<file path="src/rtl/mem_stage_rsp.sv">
// MEM pipeline stage for a split-response data bus: holds loads/stores until data_ok,
// buffers rdata while WB stalls, extends load data and discards responses owed to flushed requests.
module mem_stage_rsp #(
  parameter int EXTRA_WD = 80,
  parameter int DROP_W   = 2
) (
  input  logic                  clk,
  input  logic                  reset,
  input  logic                  exe_to_mem_valid,
  input  logic [EXTRA_WD+74:0]  exe_to_mem_bus,
  output logic                  mem_allowin,
  input  logic                  exe_req_outstanding,
  input  logic                  data_sram_data_ok,
  input  logic [31:0]           data_sram_rdata,
  input  logic                  wb_allowin,
  output logic                  mem_to_wb_valid,
  output logic [EXTRA_WD+70:0]  mem_to_wb_bus,
  input  logic                  wb_ex,
  output logic                  mem_ex,
  output logic                  gr_we_mem,
  output logic [4:0]            dest_mem,
  output logic                  mem_fwd_ok,
  output logic [31:0]           forward_data_mem
);

  localparam logic [2:0] LD_NONE = 3'b000;
  localparam logic [2:0] LD_B    = 3'b001;
  localparam logic [2:0] LD_BU   = 3'b010;
  localparam logic [2:0] LD_H    = 3'b011;
  localparam logic [2:0] LD_HU   = 3'b100;
  localparam logic [2:0] LD_W    = 3'b101;

  typedef struct packed {
    logic [EXTRA_WD-1:0] extra;
    logic                mem_req;
    logic [2:0]          ld_op;
    logic                ex;
    logic                gr_we;
    logic [4:0]          dest;
    logic [31:0]         alu_result;
    logic [31:0]         pc;
  } exe_bus_t;

  typedef struct packed {
    logic [EXTRA_WD-1:0] extra;
    logic                ex;
    logic                gr_we;
    logic [4:0]          dest;
    logic [31:0]         result;
    logic [31:0]         pc;
  } wb_bus_t;

  // One spare bit holds drop_cnt plus two new drops before saturation.
  typedef logic [DROP_W:0] drop_sum_t;
  localparam drop_sum_t DROP_MAX = drop_sum_t'((1 << DROP_W) - 1);

  logic                mem_valid;
  exe_bus_t            bus_reg;
  logic                rsp_buf_valid;
  logic [31:0]         rsp_buf;
  logic [DROP_W-1:0]   drop_cnt;

  logic                drop_active;
  logic                data_ok_eff;
  logic                rsp_discard;
  logic                mem_ready_go;
  logic                mem_leave;
  logic                rsp_capture;
  logic                owed_mem;
  drop_sum_t           drop_sum;
  logic                drop_ovf;
  logic [DROP_W-1:0]   drop_next;
  logic [31:0]         rd;
  logic [7:0]          ld_byte;
  logic [15:0]         ld_half;
  logic [31:0]         final_result;
  wb_bus_t             wb_out;

  // Responses are consumed by the drop counter first; only then do they belong to MEM.
  assign drop_active  = |drop_cnt;
  assign data_ok_eff  = data_sram_data_ok & ~drop_active;
  assign rsp_discard  = data_sram_data_ok & drop_active;

  assign mem_ready_go    = ~bus_reg.mem_req | bus_reg.ex | rsp_buf_valid | data_ok_eff;
  assign mem_allowin     = ~mem_valid | (mem_ready_go & wb_allowin);
  assign mem_to_wb_valid = mem_valid & mem_ready_go;
  assign mem_leave       = mem_to_wb_valid & wb_allowin;

  assign rsp_capture = mem_valid & bus_reg.mem_req & ~rsp_buf_valid & data_ok_eff & ~wb_allowin;
  assign owed_mem    = mem_valid & bus_reg.mem_req & ~rsp_buf_valid & ~data_ok_eff;

  assign drop_sum = drop_sum_t'(drop_cnt) + drop_sum_t'(owed_mem)
                  + drop_sum_t'(exe_req_outstanding) - drop_sum_t'(rsp_discard);
  assign drop_ovf = wb_ex & (drop_sum > DROP_MAX);

  always_comb begin
    // NOTE: every always_comb output gets a default first so no path can infer a latch.
    drop_next = drop_cnt;
    if (wb_ex) begin
      drop_next = drop_ovf ? DROP_MAX[DROP_W-1:0] : drop_sum[DROP_W-1:0];
    end else if (rsp_discard) begin
      drop_next = drop_cnt - 1'b1;
    end
  end

  // Load extraction: buffered data wins over the live bus once captured.
  always_comb begin
    rd           = rsp_buf_valid ? rsp_buf : data_sram_rdata;
    ld_byte      = rd[{bus_reg.alu_result[1:0], 3'b000} +: 8];
    ld_half      = bus_reg.alu_result[1] ? rd[31:16] : rd[15:0];
    final_result = bus_reg.alu_result;
    case (bus_reg.ld_op)
      LD_B:    final_result = {{24{ld_byte[7]}}, ld_byte};
      LD_BU:   final_result = {24'h0, ld_byte};
      LD_H:    final_result = {{16{ld_half[15]}}, ld_half};
      LD_HU:   final_result = {16'h0, ld_half};
      LD_W:    final_result = rd;
      default: final_result = bus_reg.alu_result;
    endcase
  end

  always_comb begin
    wb_out = '0;
    if (mem_valid) begin
      wb_out.extra  = bus_reg.extra;
      wb_out.ex     = bus_reg.ex;
      wb_out.gr_we  = bus_reg.gr_we;
      wb_out.dest   = bus_reg.dest;
      wb_out.result = final_result;
      wb_out.pc     = bus_reg.pc;
    end
  end

  assign mem_to_wb_bus    = wb_out;
  assign mem_ex           = mem_valid & bus_reg.ex;
  assign gr_we_mem        = mem_valid & bus_reg.gr_we;
  assign dest_mem         = mem_valid ? bus_reg.dest : 5'd0;
  assign forward_data_mem = mem_valid ? final_result : 32'd0;
  assign mem_fwd_ok       = mem_valid & ((bus_reg.ld_op == LD_NONE) | rsp_buf_valid | data_ok_eff);

  // Control state: flush beats both accept and response capture.
  always_ff @(posedge clk) begin
    // NOTE: sequential state uses non-blocking assignment so every flop samples pre-edge values.
    if (reset) begin
      mem_valid     <= 1'b0;
      rsp_buf_valid <= 1'b0;
      drop_cnt      <= '0;
    end else begin
      drop_cnt <= drop_next;
      if (wb_ex) begin
        mem_valid     <= 1'b0;
        rsp_buf_valid <= 1'b0;
      end else begin
        if (mem_allowin) begin
          mem_valid <= exe_to_mem_valid;
        end
        if (mem_leave) begin
          rsp_buf_valid <= 1'b0;
        end else if (rsp_capture) begin
          rsp_buf_valid <= 1'b1;
        end
      end
    end
  end

  // NOTE: payload registers carry no reset; their contents are qualified by mem_valid/rsp_buf_valid.
  always_ff @(posedge clk) begin
    if (exe_to_mem_valid & mem_allowin & ~wb_ex) begin
      bus_reg <= exe_to_mem_bus;
    end
    if (rsp_capture) begin
      rsp_buf <= data_sram_rdata;
    end
  end

`ifndef SYNTHESIS
  drop_cnt_no_overflow: assert property (@(posedge clk) disable iff (reset) !drop_ovf);
`endif

endmodule

</file>
<file path="config.mk">
export PLATFORM = sky130hd
export DESIGN_NAME = mem_stage_rsp
export DESIGN_NICKNAME = d
export VERILOG_FILES = /design/src/rtl/mem_stage_rsp.sv
export SDC_FILE = /design/constraint.sdc
export NUM_CORES = 1
export LEC_CHECK = 0
export ABC_AREA = 1
export CORE_AREA = 3 3 148 150
export DETAILED_ROUTE_END_ITERATION = 16
export DIE_AREA = 0 0 151 153
export GPL_TIMING_DRIVEN = 0
export PLACE_DENSITY = 0.86
export SYNTH_ARGS = -nofsm -noshare
export SYNTH_HDL_FRONTEND = slang
export SYNTH_SLANG_ARGS = --single-unit
</file>
<file path="constraint.sdc">
create_clock -name clk -period 15.5 [get_ports clk]
set_input_delay 1.55 -clock clk [delete_from_list [all_inputs] [get_ports clk]]
set_output_delay 1.55 -clock clk [all_outputs]
set_load 0.02 [all_outputs]
</file>
# Word level (Yosys, flattened, before mapping)
# Cells that the tools add are included.
[totals]
reg_bits = 191
inputBits = 194
out_inout_bits = 193
wordCells = 66
[op_classes]
n_addsub = 4
n_lt_le_gt_ge = 1
eq_ne = 5
shifts = 1
n_mux = 9
bitwise_logic = 29
n_reduce_logical = 5
[ops]
columns = ["cell", "count"]
rows = [
  ["case mux 32 bit (5 select lines)", 1],
  ["2-to-1 mux 151 bit", 1],
  ["2-to-1 mux 32 bit", 2],
  ["indexed part select 32 x 6 -> 8 bit", 1],
  ["AND 1 bit", 16],
  ["2-to-1 mux 16 bit", 1],
  ["inverter 1 bit", 7],
  ["equality test 3 x 2 -> 1 bit, second input constant", 2],
  ["equality test 3 bit, second input constant", 2],
  ["2-to-1 mux 2 bit", 3],
  ["OR 1 bit", 6],
  ["2-to-1 mux 5 bit", 1],
  ["OR reduction 2 bit", 2],
  ["adder 2 x 1 -> 3 bit", 1],
  ["adder 3 x 1 -> 3 bit", 1],
  ["equality test 3 x 1 -> 1 bit, second input constant", 1],
  ["greater-than comparator 3 x 2 -> 1 bit, second input constant", 1],
  ["logical NOT 3 bit", 1],
  ["OR reduction 3 bit", 1],
  ["subtractor 3 x 1 -> 3 bit", 1],
  ["nonzero test 2 bit", 1],
  ["subtractor 2 x 1 -> 2 bit, second input constant", 1],
]

# Depth between registers and ports, before layout
[logic_depth]
word_depth = 12
mapped_depth = 12
mapped_depth_nobuf = 11

# Worst setup path after synthesis
# No wires, ideal clock.
[synth_path]
kind = "in2reg"
startpoint = "in data_sram_data_ok"
endpoint = "reg bus_reg[0] (netlist bit) (enable)"
setup_ns = 0.671
t_arrival_ns = 8.470
required_time_ns = 14.829
path_slack_ns = 6.359
stages = 6
n_path_buf = 0
cell_sequence = "nand2_1 -> nand3_1 -> nand2_1 -> nand2_2 -> nand2_1 -> nor2_1"
[synth_via]
elab_chain_cells = 6
[synth_rtl]
columns = ["element", "line_no", "rtl"]
rows = [
  ["start, declared", "13", "input logic data_sram_data_ok,"],
  ["AND 1 bit", "81", "assign data_ok_eff = data_sram_data_ok & ~drop_active;"],
  ["OR 1 bit", "84", "assign mem_ready_go = ~bus_reg.mem_req | bus_reg.ex | rsp_buf_valid | data_ok_eff;"],
  ["AND 1 bit", "85", "assign mem_allowin = ~mem_valid | (mem_ready_go & wb_allowin);"],
  ["OR 1 bit", "85", ""],
  ["via mem_allowin", "11", "output logic mem_allowin,"],
  ["AND 1 bit (2 in a row)", "168", "if (exe_to_mem_valid & mem_allowin & ~wb_ex) begin"],
  ["end signal, assigned", "169", "bus_reg <= exe_to_mem_bus;"],
  ["end, declared", "58", "exe_bus_t bus_reg;"],
]
# The timed path passes the listed nets, and every way through them passes these cells.
# A chain may end at the register's enable or synchronous reset.

# Worst setup path after layout
[layout_path]
startpoint = "in data_sram_rdata[31]"
endpoint = "out mem_to_wb_bus[59]"
[layout_via]
elab_chain_cells = 4
elab_cells_between_ends = 5
classes_between = "shift (1); mux (4)"
[layout_rtl]
columns = ["element", "line_no", "rtl"]
rows = [
  ["start, declared", "14", "input logic [31:0] data_sram_rdata,"],
  ["2-to-1 mux 32 bit *", "108", "rd = rsp_buf_valid ? rsp_buf : data_sram_rdata;"],
  ["indexed part select 32 x 6 -> 8 bit or 2-to-1 mux 16 bit (tied branches)", "109, 110", ""],
  ["case mux 32 bit (5 select lines) *", "112", "case (bus_reg.ld_op)"],
  ["2-to-1 mux 151 bit *", "124", "if (mem_valid) begin"],
  ["end, declared", "17", "output logic [EXTRA_WD+70:0] mem_to_wb_bus,"],
]
# Mark *: on every way between the ends. The rest lies on a longest branch, timed or not.

==> metrics.md <==
| Metric | Value |
|---|---|
| PD cells | `88.7 nW/um^2` |
| Maxcap violations | `0` |
| Flops & latches, synth | `191` |
| Via/cell ratio | `4.74` |
| Unrepaired setup endpoints after global routing | `false` |
| Antenna viol nets, final | `0` |
| Worst EP arrival | `3.88 ns` |
| Clock sink count | `191` |
| Setup violators final | `0` |
| CORE AREA | `20800 um^2` |
| Setup CP Type | `in -> out` |
| Count of input and output buffers | `roughly 390` |
| Slew of the pin with the lowest slew margin | `0.774 ns` |
| Drt wl/cell | `18.1 um` |
| Placement row count | `53` |
| Setup ws final | `10.07 ns` |
| DRT iter0 DRCs | `between 500 and 600` |
| YS warnings | `0` |
| Reg clk slew, reported paths | `0.08 ns` |
| Ys flop type | `edfxtp_1` |
| Die area | `23100 um^2` |
| DIE WIDTH | `151 um` |
| Instance count of the mapped netlist | `897` |
| Fin. Hold Viols | `0` |
| Setup TNS | `0 ns` |
| Layout cells sized above 1 | `9.08%` |
| Vias in the first global route | `approximately 7700` |
| N_diodes | `0` |
| Wire length of the first global-routing pass | `approximately 43000 um` |
| Routed vias | `roughly 7600` |
| Die span in y | `153 um` |
| Relative slew margins | `48.3%` |
| Minimum clock period | `5.43 ns` |
| Maximum buffer depth of the clock tree | `2` |
| Crit path required time | `13.95 ns` |
| Post-synth EDFFs | `187` |
| Synth area leader | `edfxtp_1` |
| Mapped Area | `between 8000 and 9000 um^2` |
| FF-to-FF setup slack | `12.71 ns` |
| Final period util | `35.0%` |
| Cts repair resizes | `0` |
| # DRC | `0` |
| FMAX | `0.184 GHz` |
| Leading cell type in the layout, fill and taps excluded | `clkdlybuf4s50_1` |
| Root Driver | `clkbuf_16` |
| Slew Viols, Final | `0` |
| Multi-input gate area | `approximately 2100 um^2` |
| Netlist cell types | `33` |
| Most area-consuming cells after synthesis | `edfxtp_1 63%, nand2_1 11%, inv_1 6.4%` |
| Most frequent cells in the layout | `386 x clkdlybuf4s50_1, 261 x nand2_1, 187 x edfxtp_1` |
| Final hold slack | `0.512 ns` |
| Crit-path max FO | `10` |
| Post-Route WL | `28900 um` |
| Ys async rst share | `0%` |
| Syn Nets | `around 1100` |
| Largest net degree at the start of global routing | `38` |
| Worst-skew pair later-pin latency | `between 0.4 and 0.5 ns` |
| Post-synthesis sequential area ratio | `63.8%` |
| Reg area | `5700 um^2` |
| Critical Path Source | `data_sram_rdata[31]` |
| Initial DRT Pass Iterations | `5` |
| Worst Skew | `0.0135 ns` |
| CTS tree | `yes` |
| DP HPWL | `between 20000 and 25000 um` |
| Grt total ovfl | `0` |
| Max FFs per register | `155` |
| Tightest Hold Check Type | `reg -> reg` |
| Status | `finished, final reports clean` |
| CTS Buf Count | `17` |
| # hold bufs at CTS | `0` |
| Fill cells | `roughly 1600` |
| RR Startpoint | `mem_valid$_SDFFE_PP0N_` |
| DP Worst Slack | `10.07 ns` |
| Initial antenna violation count | `2` |
| Initial Utilization | `42.8%` |
| # Post-CTS Setup Buffers | `0` |
| Leakage | `around 6.0 nW` |
| Avg Cell Area, Syn | `9.95 um^2` |
| H-tree depth | `4` |
| Hold Startpoint | `drop_cnt[0]$_SDFFE_PP0P_` |
| IO Pins | `387` |
| Maximum VDD drop | `68.3 uV` |
| Final nets | `1506` |
| Crit end category | `output port` |
| GPL Wtd Cong | `0.918` |
| Total GRT Usage | `24.8%` |
| Area delta synth->final | `55.4%` |
| CP Launch Type | `input pin` |
| Synth top area share | `62.9%` |
## cells in the mapped netlist (5+ instances only)
master    count
nor2_1       56
edfxtp_1    187
buf_6        10
o21ai_0      40
a21oi_2       7
nand3_1      34
inv_2         5
nand2_1     261
clkbuf_1     16
nand2_2       6
a21oi_1      46
buf_4        41
buf_1         5
inv_1       151
## area by class of cell
type / instances / area share [%]
sequential: 191 / 41.1
buffer: 76 / 3.75
clock buffer: 17 / 3.07
multi-input combinational: 473 / 15.4
tap: 275 / 2.48
inverter: 157 / 4.25
clock inverter: 15 / 1.37
timing repair buffer: 392 / 28.6
## cells by family after synthesis
group / Yosys count / synth area share (%)
and+or+nand+nor: 368 / 16.8
adders and majority gates: 4 / 0.729
muxes: 1 / 0.112
buffers and inverters: 233 / 12.4
AOI/OAI and AO/OA: 100 / 6.13
DFF: 191 / 63.8
## path summary, 6_finish.rpt
| path | end | cells past startpoint |
|---|---|---|
| worst min-delay path | drop_cnt[0]$_SDFFE_PP0P_ | 2 |
| worst max register to register | drop_cnt[1]$_SDFFE_PP0P_ | 9 |
| worst max-delay path | mem_to_wb_bus[59] | 11 |
| worst min register to register | drop_cnt[0]$_SDFFE_PP0P_ | 2 |
## power breakdown
| part | internal (mW) | leakage, nW | switching (mW) |
|---|---|---|---|
| Sequential | 0.590 | 1.77 | 0.00642 |
| Clock | 0.221 | 0.297 | 0.230 |
| Combinational | 0.0923 | 3.97 | 0.0903 |
| Total | 0.903 | 6.04 | 0.326 |
## metal layers
layer / vias to the layer above / wire length [um] / GRT usage [%]
met3: 50 / 2150 / 6.61
li1: 3652 / - / -
met2: 318 / 15600 / 45.6
met5: - / 20 / 0
met1: 3537 / 10400 / 27.2
met4: 4 / 764 / 8.55
## through the flow
stage	util (%)	area, um^2	std cells	power [mW]
6_report	66.6	13900	1596	1.23
5_1_grt	66.6	13900	1596	1.27
4_1_cts	66.6	13900	1596	1.24
3_5_place_dp	63.6	13200	1564	0.790
3_3_place_gp	63.1	13100	1558	0.787
2_1_floorplan	-	8920	897	0.688
## critical path, cell delays in order
cell and delay [ns]:
clkdlybuf4s50_1 0.49, nand2_1 0.07, and2_1 0.19, nand2_1 0.09
nand3b_1 0.09, nand2_2 0.16, buf_6 0.16, nor2_1 0.05
a21oi_1 0.27, buf_4 0.17, clkdlybuf4s50_1 0.59
(Power assumes the default switching activity.)
